==> config.mk <==
export PLATFORM = sky130hd
export DESIGN_NAME = multitap_keypad_flat
export DESIGN_NICKNAME = d
export VERILOG_FILES = /design/src/rtl/multitap_keypad_if.sv /design/src/rtl/multitap_keypad.sv /design/src/flat_wrapper.sv
export SDC_FILE = /design/constraint.sdc
export NUM_CORES = 1
export LEC_CHECK = 0
export ABC_AREA = 1
export CORE_ASPECT_RATIO = 0.75
export CORE_UTILIZATION = 52
export CTS_CLUSTER_SIZE = 12
export DETAILED_ROUTE_END_ITERATION = 6
export GPL_TIMING_DRIVEN = 0
export PLACE_DENSITY = 0.82
export SLEW_MARGIN = 20
export SYNTH_ARGS = -nofsm -noshare
export SYNTH_HDL_FRONTEND = slang
export SYNTH_SLANG_ARGS = --single-unit
==> constraint.sdc <==
create_clock -name clk -period 3.2 [get_ports clk]
set_clock_uncertainty 0.15 [all_clocks]
set_input_delay 0.32 -clock clk [delete_from_list [all_inputs] [get_ports clk]]
set_output_delay 0.32 -clock clk [all_outputs]
set_load 0.05 [all_outputs]
==> src/rtl/multitap_keypad_if.sv <==
// Consumer-side bundle of the multi-tap keypad: committed-letter handshake,
// live preview of the pending letter and the one-cycle event pulses.
interface multitap_keypad_if;
    logic [7:0] out_letter;
    logic       out_valid;
    logic       out_ready;
    logic [7:0] preview;
    logic       tap_active;
    logic       submit;
    logic       clear;
    logic       error;

    modport master (
        output out_letter,
        output out_valid,
        input  out_ready,
        output preview,
        output tap_active,
        output submit,
        output clear,
        output error
    );

    modport slave (
        input  out_letter,
        input  out_valid,
        output out_ready,
        input  preview,
        input  tap_active,
        input  submit,
        input  clear,
        input  error
    );
endinterface

==> src/rtl/multitap_keypad.sv <==
// Multi-tap (phone-style) text entry from a scanned ROWSxCOLS key matrix.
// Columns are driven one-hot in turn; a sensed row is debounced into a single
// key event, which drives the pending-letter logic. Committed letters are
// offered on a valid/ready output that holds one letter and drops overflow.
module multitap_keypad #(
    parameter int ROWS        = 4,
    parameter int COLS        = 4,
    parameter int SCAN_CYCLES = 4,
    parameter int DEBOUNCE    = 8,
    parameter int TAP_TIMEOUT = 1000,
    parameter int TAPS        = 3
) (
    input  logic                 clk,
    input  logic                 rst,
    input  logic [ROWS-1:0]      row_in,
    output logic [COLS-1:0]      col_out,
    multitap_keypad_if.master    bus
);

    localparam int NKEYS    = ROWS * COLS;
    localparam int KEY_W    = $clog2(NKEYS);
    localparam int ROW_W    = (ROWS > 1) ? $clog2(ROWS) : 1;
    localparam int COL_W    = (COLS > 1) ? $clog2(COLS) : 1;
    localparam int SCAN_W   = $clog2(SCAN_CYCLES + 1);
    localparam int DB_W     = $clog2(DEBOUNCE + 1);
    localparam int TO_W     = $clog2(TAP_TIMEOUT + 1);
    localparam int TAP_W    = $clog2(TAPS + 1);
    localparam int SUBMIT_K = NKEYS - 1;
    localparam int CLEAR_K  = NKEYS - 2;
    localparam int LET_RAW  = (26 + TAPS - 1) / TAPS;
    localparam int NLET     = (LET_RAW < CLEAR_K) ? LET_RAW : CLEAR_K;

    typedef enum logic [1:0] {
        ST_SCAN     = 2'd0,
        ST_DB_PRESS = 2'd1,
        ST_HELD     = 2'd2,
        ST_DB_REL   = 2'd3
    } state_t;

    // Number of letters on key k (the last letter key may carry fewer).
    function automatic logic [TAP_W-1:0] n_taps(input logic [KEY_W-1:0] k);
        int n;
        n = 26 - int'(k) * TAPS;
        n = (n > TAPS) ? TAPS : n;
        n = (n < 1) ? 1 : n;
        return TAP_W'(n);
    endfunction

    // ASCII code of tap t on letter key k.
    function automatic logic [7:0] letter_of(input logic [KEY_W-1:0] k,
                                             input logic [TAP_W-1:0] t);
        return 8'(32'd65 + 32'(int'(k) * TAPS) + 32'(t));
    endfunction

    state_t             state_q,      state_d;
    logic [COL_W-1:0]   col_idx_q,    col_idx_d;
    logic [COLS-1:0]    col_out_q,    col_out_d;
    logic [SCAN_W-1:0]  scan_cnt_q,   scan_cnt_d;
    logic [ROW_W-1:0]   row_q,        row_d;
    logic [DB_W-1:0]    db_cnt_q,     db_cnt_d;
    logic [KEY_W-1:0]   key_q,        key_d;
    logic [TAP_W-1:0]   tap_q,        tap_d;
    logic               tap_active_q, tap_active_d;
    logic [TO_W-1:0]    to_cnt_q,     to_cnt_d;
    logic [7:0]         out_letter_q, out_letter_d;
    logic               out_valid_q,  out_valid_d;
    logic [7:0]         preview_q,    preview_d;
    logic               submit_q,     submit_d;
    logic               clear_q,      clear_d;
    logic               error_q,      error_d;

    logic [ROW_W-1:0]   low_row_s;
    logic               row_hit_s;
    logic [KEY_W-1:0]   ev_key_s;
    logic               ev_s;
    logic               commit_s;

    // Priority-encode the lowest active row and sense the captured row.
    always_comb begin
        low_row_s = '0;
        for (int i = ROWS - 1; i >= 0; i--) begin
            low_row_s = row_in[i] ? ROW_W'(i) : low_row_s;
        end
        row_hit_s = row_in[row_q];
        ev_key_s  = KEY_W'(int'(row_q) * COLS + int'(col_idx_q));
    end

    // Next-state logic: scan/debounce FSM, pending-letter handling, output slot.
    always_comb begin
        state_d      = state_q;
        col_idx_d    = col_idx_q;
        scan_cnt_d   = scan_cnt_q;
        row_d        = row_q;
        db_cnt_d     = db_cnt_q;
        key_d        = key_q;
        tap_d        = tap_q;
        tap_active_d = tap_active_q;
        to_cnt_d     = to_cnt_q;
        out_letter_d = out_letter_q;
        out_valid_d  = out_valid_q;
        submit_d     = 1'b0;
        clear_d      = 1'b0;
        error_d      = 1'b0;
        ev_s         = 1'b0;
        commit_s     = 1'b0;

        case (state_q)
            ST_SCAN: begin
                if (|row_in) begin
                    row_d    = low_row_s;
                    db_cnt_d = '0;
                    state_d  = ST_DB_PRESS;
                end else if (scan_cnt_q == SCAN_W'(SCAN_CYCLES - 1)) begin
                    scan_cnt_d = '0;
                    col_idx_d  = (col_idx_q == COL_W'(COLS - 1)) ? '0 : col_idx_q + COL_W'(1);
                end else begin
                    scan_cnt_d = scan_cnt_q + SCAN_W'(1);
                end
            end
            ST_DB_PRESS: begin
                if (!row_hit_s) begin
                    db_cnt_d = '0;
                    state_d  = ST_SCAN;
                end else if (db_cnt_q == DB_W'(DEBOUNCE - 1)) begin
                    db_cnt_d = '0;
                    ev_s     = 1'b1;
                    state_d  = ST_HELD;
                end else begin
                    db_cnt_d = db_cnt_q + DB_W'(1);
                end
            end
            ST_HELD: begin
                if (!row_hit_s) begin
                    db_cnt_d = '0;
                    state_d  = ST_DB_REL;
                end else begin
                    db_cnt_d = '0;
                end
            end
            ST_DB_REL: begin
                if (row_hit_s) begin
                    db_cnt_d = '0;
                    state_d  = ST_HELD;
                end else if (db_cnt_q == DB_W'(DEBOUNCE - 1)) begin
                    db_cnt_d = '0;
                    state_d  = ST_SCAN;
                end else begin
                    db_cnt_d = db_cnt_q + DB_W'(1);
                end
            end
            default: begin
                db_cnt_d = '0;
                state_d  = ST_SCAN;
            end
        endcase

        // Key events take precedence over the idle timeout.
        if (ev_s) begin
            to_cnt_d = '0;
            if (ev_key_s < KEY_W'(NLET)) begin
                if (tap_active_q && (ev_key_s == key_q)) begin
                    tap_d = (tap_q == n_taps(key_q) - TAP_W'(1)) ? '0 : tap_q + TAP_W'(1);
                end else begin
                    commit_s     = tap_active_q;
                    key_d        = ev_key_s;
                    tap_d        = '0;
                    tap_active_d = 1'b1;
                end
            end else if (ev_key_s == KEY_W'(SUBMIT_K)) begin
                commit_s     = tap_active_q;
                tap_active_d = 1'b0;
                submit_d     = 1'b1;
            end else if (ev_key_s == KEY_W'(CLEAR_K)) begin
                tap_active_d = 1'b0;
                clear_d      = 1'b1;
            end else begin
                error_d = 1'b1;
            end
        end else if (tap_active_q) begin
            if (to_cnt_q == TO_W'(TAP_TIMEOUT - 1)) begin
                commit_s     = 1'b1;
                tap_active_d = 1'b0;
                to_cnt_d     = '0;
            end else begin
                to_cnt_d = to_cnt_q + TO_W'(1);
            end
        end else begin
            to_cnt_d = '0;
        end

        // Single-entry output slot: a commit into a full, stalled slot is lost.
        if (commit_s) begin
            if (!out_valid_q || bus.out_ready) begin
                out_letter_d = letter_of(key_q, tap_q);
                out_valid_d  = 1'b1;
            end else begin
                error_d = 1'b1;
            end
        end else if (out_valid_q && bus.out_ready) begin
            out_valid_d = 1'b0;
        end else begin
            out_valid_d = out_valid_q;
        end

        col_out_d = COLS'(1) << col_idx_d;
        preview_d = tap_active_d ? letter_of(key_d, tap_d) : 8'h20;
    end

    // State register with synchronous reset that aborts any debounce or pending letter.
    always_ff @(posedge clk) begin
        if (rst) begin
            state_q      <= ST_SCAN;
            col_idx_q    <= '0;
            col_out_q    <= COLS'(1);
            scan_cnt_q   <= '0;
            row_q        <= '0;
            db_cnt_q     <= '0;
            key_q        <= '0;
            tap_q        <= '0;
            tap_active_q <= 1'b0;
            to_cnt_q     <= '0;
            out_letter_q <= 8'h00;
            out_valid_q  <= 1'b0;
            preview_q    <= 8'h20;
            submit_q     <= 1'b0;
            clear_q      <= 1'b0;
            error_q      <= 1'b0;
        end else begin
            state_q      <= state_d;
            col_idx_q    <= col_idx_d;
            col_out_q    <= col_out_d;
            scan_cnt_q   <= scan_cnt_d;
            row_q        <= row_d;
            db_cnt_q     <= db_cnt_d;
            key_q        <= key_d;
            tap_q        <= tap_d;
            tap_active_q <= tap_active_d;
            to_cnt_q     <= to_cnt_d;
            out_letter_q <= out_letter_d;
            out_valid_q  <= out_valid_d;
            preview_q    <= preview_d;
            submit_q     <= submit_d;
            clear_q      <= clear_d;
            error_q      <= error_d;
        end
    end

    assign col_out        = col_out_q;
    assign bus.out_letter = out_letter_q;
    assign bus.out_valid  = out_valid_q;
    assign bus.preview    = preview_q;
    assign bus.tap_active = tap_active_q;
    assign bus.submit     = submit_q;
    assign bus.clear      = clear_q;
    assign bus.error      = error_q;

endmodule

==> src/flat_wrapper.sv <==
// flat-port wrapper written by rule: the top's interface ports become plain ports
module multitap_keypad_flat 
#(
    parameter int ROWS        = 4,
    parameter int COLS        = 4,
    parameter int SCAN_CYCLES = 4,
    parameter int DEBOUNCE    = 8,
    parameter int TAP_TIMEOUT = 1000,
    parameter int TAPS        = 3
)
  (clk, rst, row_in, col_out, bus_out_letter, bus_out_valid, bus_out_ready, bus_preview, bus_tap_active, bus_submit, bus_clear, bus_error);
  multitap_keypad_if bus_i ();
  input  logic clk;
  input  logic rst;
  input  logic [ROWS-1:0] row_in;
  output logic [COLS-1:0] col_out;
  output wire logic [$bits(bus_i.out_letter)-1:0] bus_out_letter;
  output wire logic [$bits(bus_i.out_valid)-1:0] bus_out_valid;
  input wire logic [$bits(bus_i.out_ready)-1:0] bus_out_ready;
  output wire logic [$bits(bus_i.preview)-1:0] bus_preview;
  output wire logic [$bits(bus_i.tap_active)-1:0] bus_tap_active;
  output wire logic [$bits(bus_i.submit)-1:0] bus_submit;
  output wire logic [$bits(bus_i.clear)-1:0] bus_clear;
  output wire logic [$bits(bus_i.error)-1:0] bus_error;
  assign bus_out_letter = bus_i.out_letter;
  assign bus_out_valid = bus_i.out_valid;
  assign bus_i.out_ready = bus_out_ready;
  assign bus_preview = bus_i.preview;
  assign bus_tap_active = bus_i.tap_active;
  assign bus_submit = bus_i.submit;
  assign bus_clear = bus_i.clear;
  assign bus_error = bus_i.error;
  multitap_keypad #(.ROWS(ROWS), .COLS(COLS), .SCAN_CYCLES(SCAN_CYCLES), .DEBOUNCE(DEBOUNCE), .TAP_TIMEOUT(TAP_TIMEOUT), .TAPS(TAPS)) u_core (.clk(clk), .rst(rst), .row_in(row_in), .col_out(col_out), .bus(bus_i));
endmodule
# Yosys cells after proc, flatten, opt, wreduce, memory -nomap -nowiden
# Index checks and enable logic that the tools add are counted.
dict set report totals {
  ff_bits 54
  latchBits 0
  mem_bits_rw 0
  mem_bits_ro 0
  in_bits 7
  out_inout_bits 25
  wordCells 130
  memories 0
}
dict set report op_classes {
  add_sub_neg 12
  mul 2
  div 0
  order_cmp 4
  n_eq_ne 16
  shifts 1
  muxes 59
  n_bitwise 4
  n_reduce_logical 16
}
# cell n
set ops {}
lappend ops {{2-to-1 mux 2 bit} 19}
lappend ops {{greater-than comparator 32 x 3 -> 1 bit (second input constant)} 1}
lappend ops {{less-than comparator 32 x 2 -> 1 bit (second input constant)} 1}
lappend ops {{2-to-1 mux 32 bit} 1}
lappend ops {{subtractor 6 x 32 -> 32 bit (first input constant)} 1}
lappend ops {{2-to-1 mux 1 bit} 28}
lappend ops {{2-to-1 mux 4 bit} 7}
lappend ops {{adder 7 x 8 -> 8 bit (first input constant)} 2}
lappend ops {{adder 8 x 2 -> 8 bit} 2}
lappend ops {{one-hot mux 4 bit (4 select lines)} 1}
lappend ops {{multiplier 4 x 2 -> 6 bit (second input constant)} 2}
lappend ops {{OR reduction 4 bit} 3}
lappend ops {{adder 10 x 1 -> 10 bit (second input constant)} 1}
lappend ops {{equality test 10 bit (second input constant)} 1}
lappend ops {{equality test 4 bit (second input constant)} 2}
lappend ops {{one-hot mux 2 bit (4 select lines)} 1}
lappend ops {{AND reduction 2 bit} 4}
lappend ops {{equality test 2 bit (second input constant)} 3}
lappend ops {{adder 2 x 1 -> 2 bit (second input constant)} 2}
lappend ops {{adder 4 x 1 -> 4 bit (second input constant)} 1}
lappend ops {{adder 4 x 2 -> 4 bit} 1}
lappend ops {{equality test 4 x 3 -> 1 bit (second input constant)} 1}
lappend ops {{equality test 4 bit} 1}
lappend ops {{less-than comparator 4 bit (second input constant)} 1}
lappend ops {{22 further kinds} 27}

# Longest topological paths before layout
dict set report logic_depth {
  depth_word 13
  ltp_mapped 29
}

# Worst setup path after synthesis
# Ideal clock, no wire load.
dict set report synth_path {
  path_type {register to register}
  start {reg u_core.key_q[1]}
  end {reg u_core.preview_q[4], in the netlist u_core.bus.preview[4]}
  setup_time_ps 125
  arrival_ps 3270
  path_slack_ps -345
  path_stages_with_launch 24
  n_path_buf 0
  synth_period_minus_slack_ps 3545
  cell_sequence {dfxtp_1 ha_1 inv_1 fa_1 nand2_1 nand2_1 inv_1 nand2_1 ha_1 inv_1 nand3_1 nand3b_1 nand3_1 nand2_1 nand2_1 nand2_2 a21boi_1 ha_1 inv_1 fa_1 nand2_1 nor2_1 o21ai_0 a21oi_1}
}
dict set report synth_via {
  elab_chain_len 13
  word_cells_on_any_way 25
  cone_classes {4 x add/sub; 2 x mul; 2 x order compare; 2 x eq/ne; 12 x mux; 1 x bitwise; 2 x reduce/logical}
}
# item line
set synth_lines {}
lappend synth_lines {{from (decl)} multitap_keypad.sv:61} ;# logic [KEY_W-1:0] key_q, key_d;
lappend synth_lines {{from (signal assigned)} multitap_keypad.sv:235} ;# key_q <= key_d;
lappend synth_lines {{multiplier 4 x 2 -> 6 bit} multitap_keypad.sv:43} ;# n = 26 - int'(k) * TAPS;
lappend synth_lines {{subtractor 6 x 32 -> 32 bit} multitap_keypad.sv:43}
lappend synth_lines {{greater-than comparator 32 x 3 -> 1 bit} multitap_keypad.sv:44} ;# n = (n > TAPS) ? TAPS : n;
lappend synth_lines {{2-to-1 mux 32 bit} multitap_keypad.sv:44}
lappend synth_lines {{less-than comparator 32 x 2 -> 1 bit} multitap_keypad.sv:45} ;# n = (n < 1) ? 1 : n;
lappend synth_lines {{2-to-1 mux 2 bit} multitap_keypad.sv:45}
lappend synth_lines {{subtractor 2 x 1 -> 2 bit} multitap_keypad.sv:162} ;# tap_d = (tap_q == n_taps(key_q) - TAP_W'(1)) ? '0 : tap_q + TAP_W'(1);
lappend synth_lines {{equality test 2 bit} multitap_keypad.sv:162}
lappend synth_lines {{2-to-1 mux 2 bit} multitap_keypad.sv:162}
lappend synth_lines {{2-to-1 mux 2 bit} multitap_keypad.sv:161} ;# if (tap_active_q && (ev_key_s == key_q)) begin
lappend synth_lines {{2-to-1 mux 2 bit} multitap_keypad.sv:160} ;# if (ev_key_s < KEY_W'(NLET)) begin
lappend synth_lines {{2-to-1 mux 2 bit} multitap_keypad.sv:158} ;# if (ev_s) begin
lappend synth_lines {{adder 8 x 2 -> 8 bit} multitap_keypad.sv:52} ;# return 8'(32'd65 + 32'(int'(k) * TAPS) + 32'(t));
lappend synth_lines {{to (signal assigned)} multitap_keypad.sv:241} ;# preview_q <= preview_d;
lappend synth_lines {{to (decl)} multitap_keypad.sv:67} ;# logic [7:0] preview_q, preview_d;
# Several ways; a longest one is shown, not always the timed one.
# A chain may end at the register's enable or synchronous reset.

# Worst setup path in the final report
# Same ends and word-level chain as after synthesis.

==> results.ini <==
[critical_path]
reg2reg_depth = 24
crit_fanout = 3
crit_type = register to register
r2r-start = u_core.key_q[1]
regToRegSetupSlack_ps = -320
cp-end-kind = register
critPathRequiredTime_ps = 3250
arrival_ps = 3570
r2r-end = u_core.bus.preview[4]
critPathLaunchType = register

[clocking]
cts_inserted_buffers = 5
cts_tree = yes
clk_path_buf_depth = 2
cts-root-buf = clkbuf_8
path_clk_slew_ps = 100
numClockSinks = 54
cts_htree_levels = 2
worstSkewPairLatency_ps = 320

[yosys]
synth_seq_area_share_pct = 34.2
synth-edff-count = 0
synth_cell_types = 45
yosys_warnings = 0
netlist_area_um2 = 3160
ys_ff_latch = 54
syn_inst = 427
ys.flop_type = dfxtp_1
async_flop_share_pct = 0
avgSynthCellArea_um2 = 7.40
synth.net_count = 461

[final_layout]
areaGrowthSynthToFinish_pct = 25.3
final_nets = 517
final_cell_mix = nand2_1, inv_1, dfxtp_1
postLayoutCellArea_um2 = 3960
final_cells = 562
layout_commonest_cell = nand2_1
diodes = 0
drive_gt1_share_pct = 23.3

[route]
ant_nets = 0
drc = 0
dr.pass1.iters = 4
num_vias = 2836
viasPerCell = 5.05
initialDrtViolationCount = 115
drt-total-wl_mm = 7.09
wl_per_cell_um = 12.6

[floorplanning]
rows = 24
core_um2 = 5830
io-pin-count = 32
die_w_um = 92.0
die_area_um2 = 6390
die_height_um = 69.5
start_util_pct = 54.2

[timing]
tightest_slew_ps = 615
rsz0062_at_grt = yes
min_period_ps = 3520
maxSlewViolCount = 0
fin_ws_ps = -318
slew_headroom_pct = 59.0
hold_violations = 0
setup_viol = 7
period_share_pct = 110
fmax_ghz = 0.284
holdWs_ps = 298

[global_route]
grt_max_degree = 19
grt_use_total_pct = 23.2
antenna_found_initial = 0
grt_remaining_overflow = 0
grt_pass1_wl_mm = 12.0
first_global_vias = 2780

[pwr]
switching_power_mw = 0.331
peakVddDrop_v = 0.000237
power_density_nw_per_um2 = 307
pwr-share-clk_pct = 32.5
p_seq_share_pct = 57.3
p_leak_nw = 1.68
intPower_mw = 0.885
power_frac_comb_pct = 10.2
switching_share_pct = 27.2

[status]
violations = negative setup slack
status = complete, but fails checks

[placed_design]
place_hpwl_mm = 5.18
placed_area_um2 = 3620
gp_congestion = 0.879
post-place-cells = 536
port_buffers = 31

[flow_run]
drv_cap = 0

[min_path]
hold_depth = 2
hp-start = u_core.bus.out_letter[4]
holdCritPathClass = register to register
hold_end = u_core.bus.out_letter[4]

[kinds of logic (layout without fill, tap and decap cells)]
kind of cell	after synthesis	in the layout	synth area share, %
AO/OA/AOI/OAI	63	63	12.2
AND/OR/NAND/NOR	190	190	28.2
XOR/XNOR	13	13	3.84
buffers and inverters	80	137	9.90
adder cells (fa/ha/maj)	27	27	11.6
flip-flops	54	54	34.2
[synth_stat cells, types with 4 or more instances]
library cell	number	share of area [%]
xor2_1	10	2.8
o21ai_0	13	2.1
nand3_1	23	3.6
inv_1	60	7.1
nand2_1	79	9.4
a21oi_1	23	3.6
inv_2	14	1.7
nor3_1	11	1.7
a21oi_2	5	1.4
ha_1	23	9.1
nor2_1	47	5.6
a211oi_1	4	0.95
o21ai_1	6	0.95
dfxtp_1	54	34
fa_1	4	2.5
nand2_2	7	1.4
[routing by layer]
metal | global-route usage (%) | wire length (um) | up-vias
met4 | 6.25 | 89 | 0
met5 | 0 | 0 | -
met1 | 30.4 | 3230 | 1299
met3 | 4.71 | 399 | 11
met2 | 39.0 | 3380 | 57
li1 | - | - | 1469
[what timing repair did]
| item | CTS | global route |
|---|---|---|
| buffers inserted | 12 | 7 |
| endpoints found under the setup margin | 7 | 8 |
| gates cloned | 0 | 0 |
| hold buffers | 0 | 0 |
| resized for setup | 14 | 17 |
| pin swaps | 18 | 13 |
[sequential cells by signal (all words and copies together) (netlist names), 2 cells and up, named ones only]
| signal | cells |
|---|---|
| u_core.key_q | 4 |
| u_core.tap_q | 2 |
| u_core.col_idx_q | 2 |
| u_core.to_cnt_q | 10 |
| u_core.db_cnt_q | 4 |
| u_core.col_out | 4 |
| u_core.bus.preview | 8 |
| u_core.bus.out_letter | 8 |
| u_core.row_q | 2 |
| u_core.scan_cnt_q | 3 |
[critical path, cell delays in order (launching register included)]
cell,delay (ps)
dfxtp_4,370
ha_4,150
inv_2,50
fa_2,470
nand2_2,90
nand2_2,70
inv_2,60
nand2_2,70
ha_4,270
inv_4,30
nand3_2,70
buf_4,110
nand4_2,110
nor2_1,110
nand2_1,50
nand2_1,70
nand2_2,80
a21boi_2,140
ha_2,180
inv_2,50
fa_2,350
nand2_2,100
nor2_4,50
o21ai_1,130
a21oi_1,50
[worst max path at each step]
stage          slack [ps]  cells after the start             from                     to
2_1_floorplan        -140                     23  u_core.key_q[1]  u_core.bus.preview[4]
3_3_place_gp         -420                     23  u_core.key_q[3]  u_core.bus.preview[4]
3_5_place_dp         -520                     24  u_core.key_q[3]  u_core.bus.preview[5]
4_1_cts              -350                     24  u_core.key_q[0]  u_core.bus.preview[4]
5_1_grt              -470                     23  u_core.key_q[3]  u_core.bus.preview[4]
6_report             -320                     24  u_core.key_q[1]  u_core.bus.preview[4]
[power by group through the flow]
stage	clock [mW]	combinational [mW]	sequential (mW)
global route	0.428	0.141	0.699
floorplan	0	0.0919	0.711
CTS	0.403	0.122	0.697
detailed placement	0	0.121	0.715
finish	0.395	0.124	0.697
global placement	0	0.117	0.714
[final cells by class]
type	instances	area (um^2)
multi-input combinational	293	1900
sequential	54	1100
clock buffer	5	68.8
clock inverter	3	23.8
inverter	74	280
buffer	6	35.0
timing repair buffer	49	453
tap	78	97.6
fill	513	1870
[metrics by stage]
step / util, % / worst slack [ps] / power (mW) / setup TNS, ps
6_report: 67.9 / -318 / 1.22 / -1620
5_1_grt: 67.9 / -466 / 1.27 / -2770
4_1_cts: 66.0 / -355 / 1.22 / -2040
3_5_place_dp: 62.2 / -517 / 0.836 / -2970
3_3_place_gp: 62.2 / -416 / 0.831 / -2340
2_1_floorplan: - / -140 / 0.803 / -479
Power figures use the tool's default switching activity.
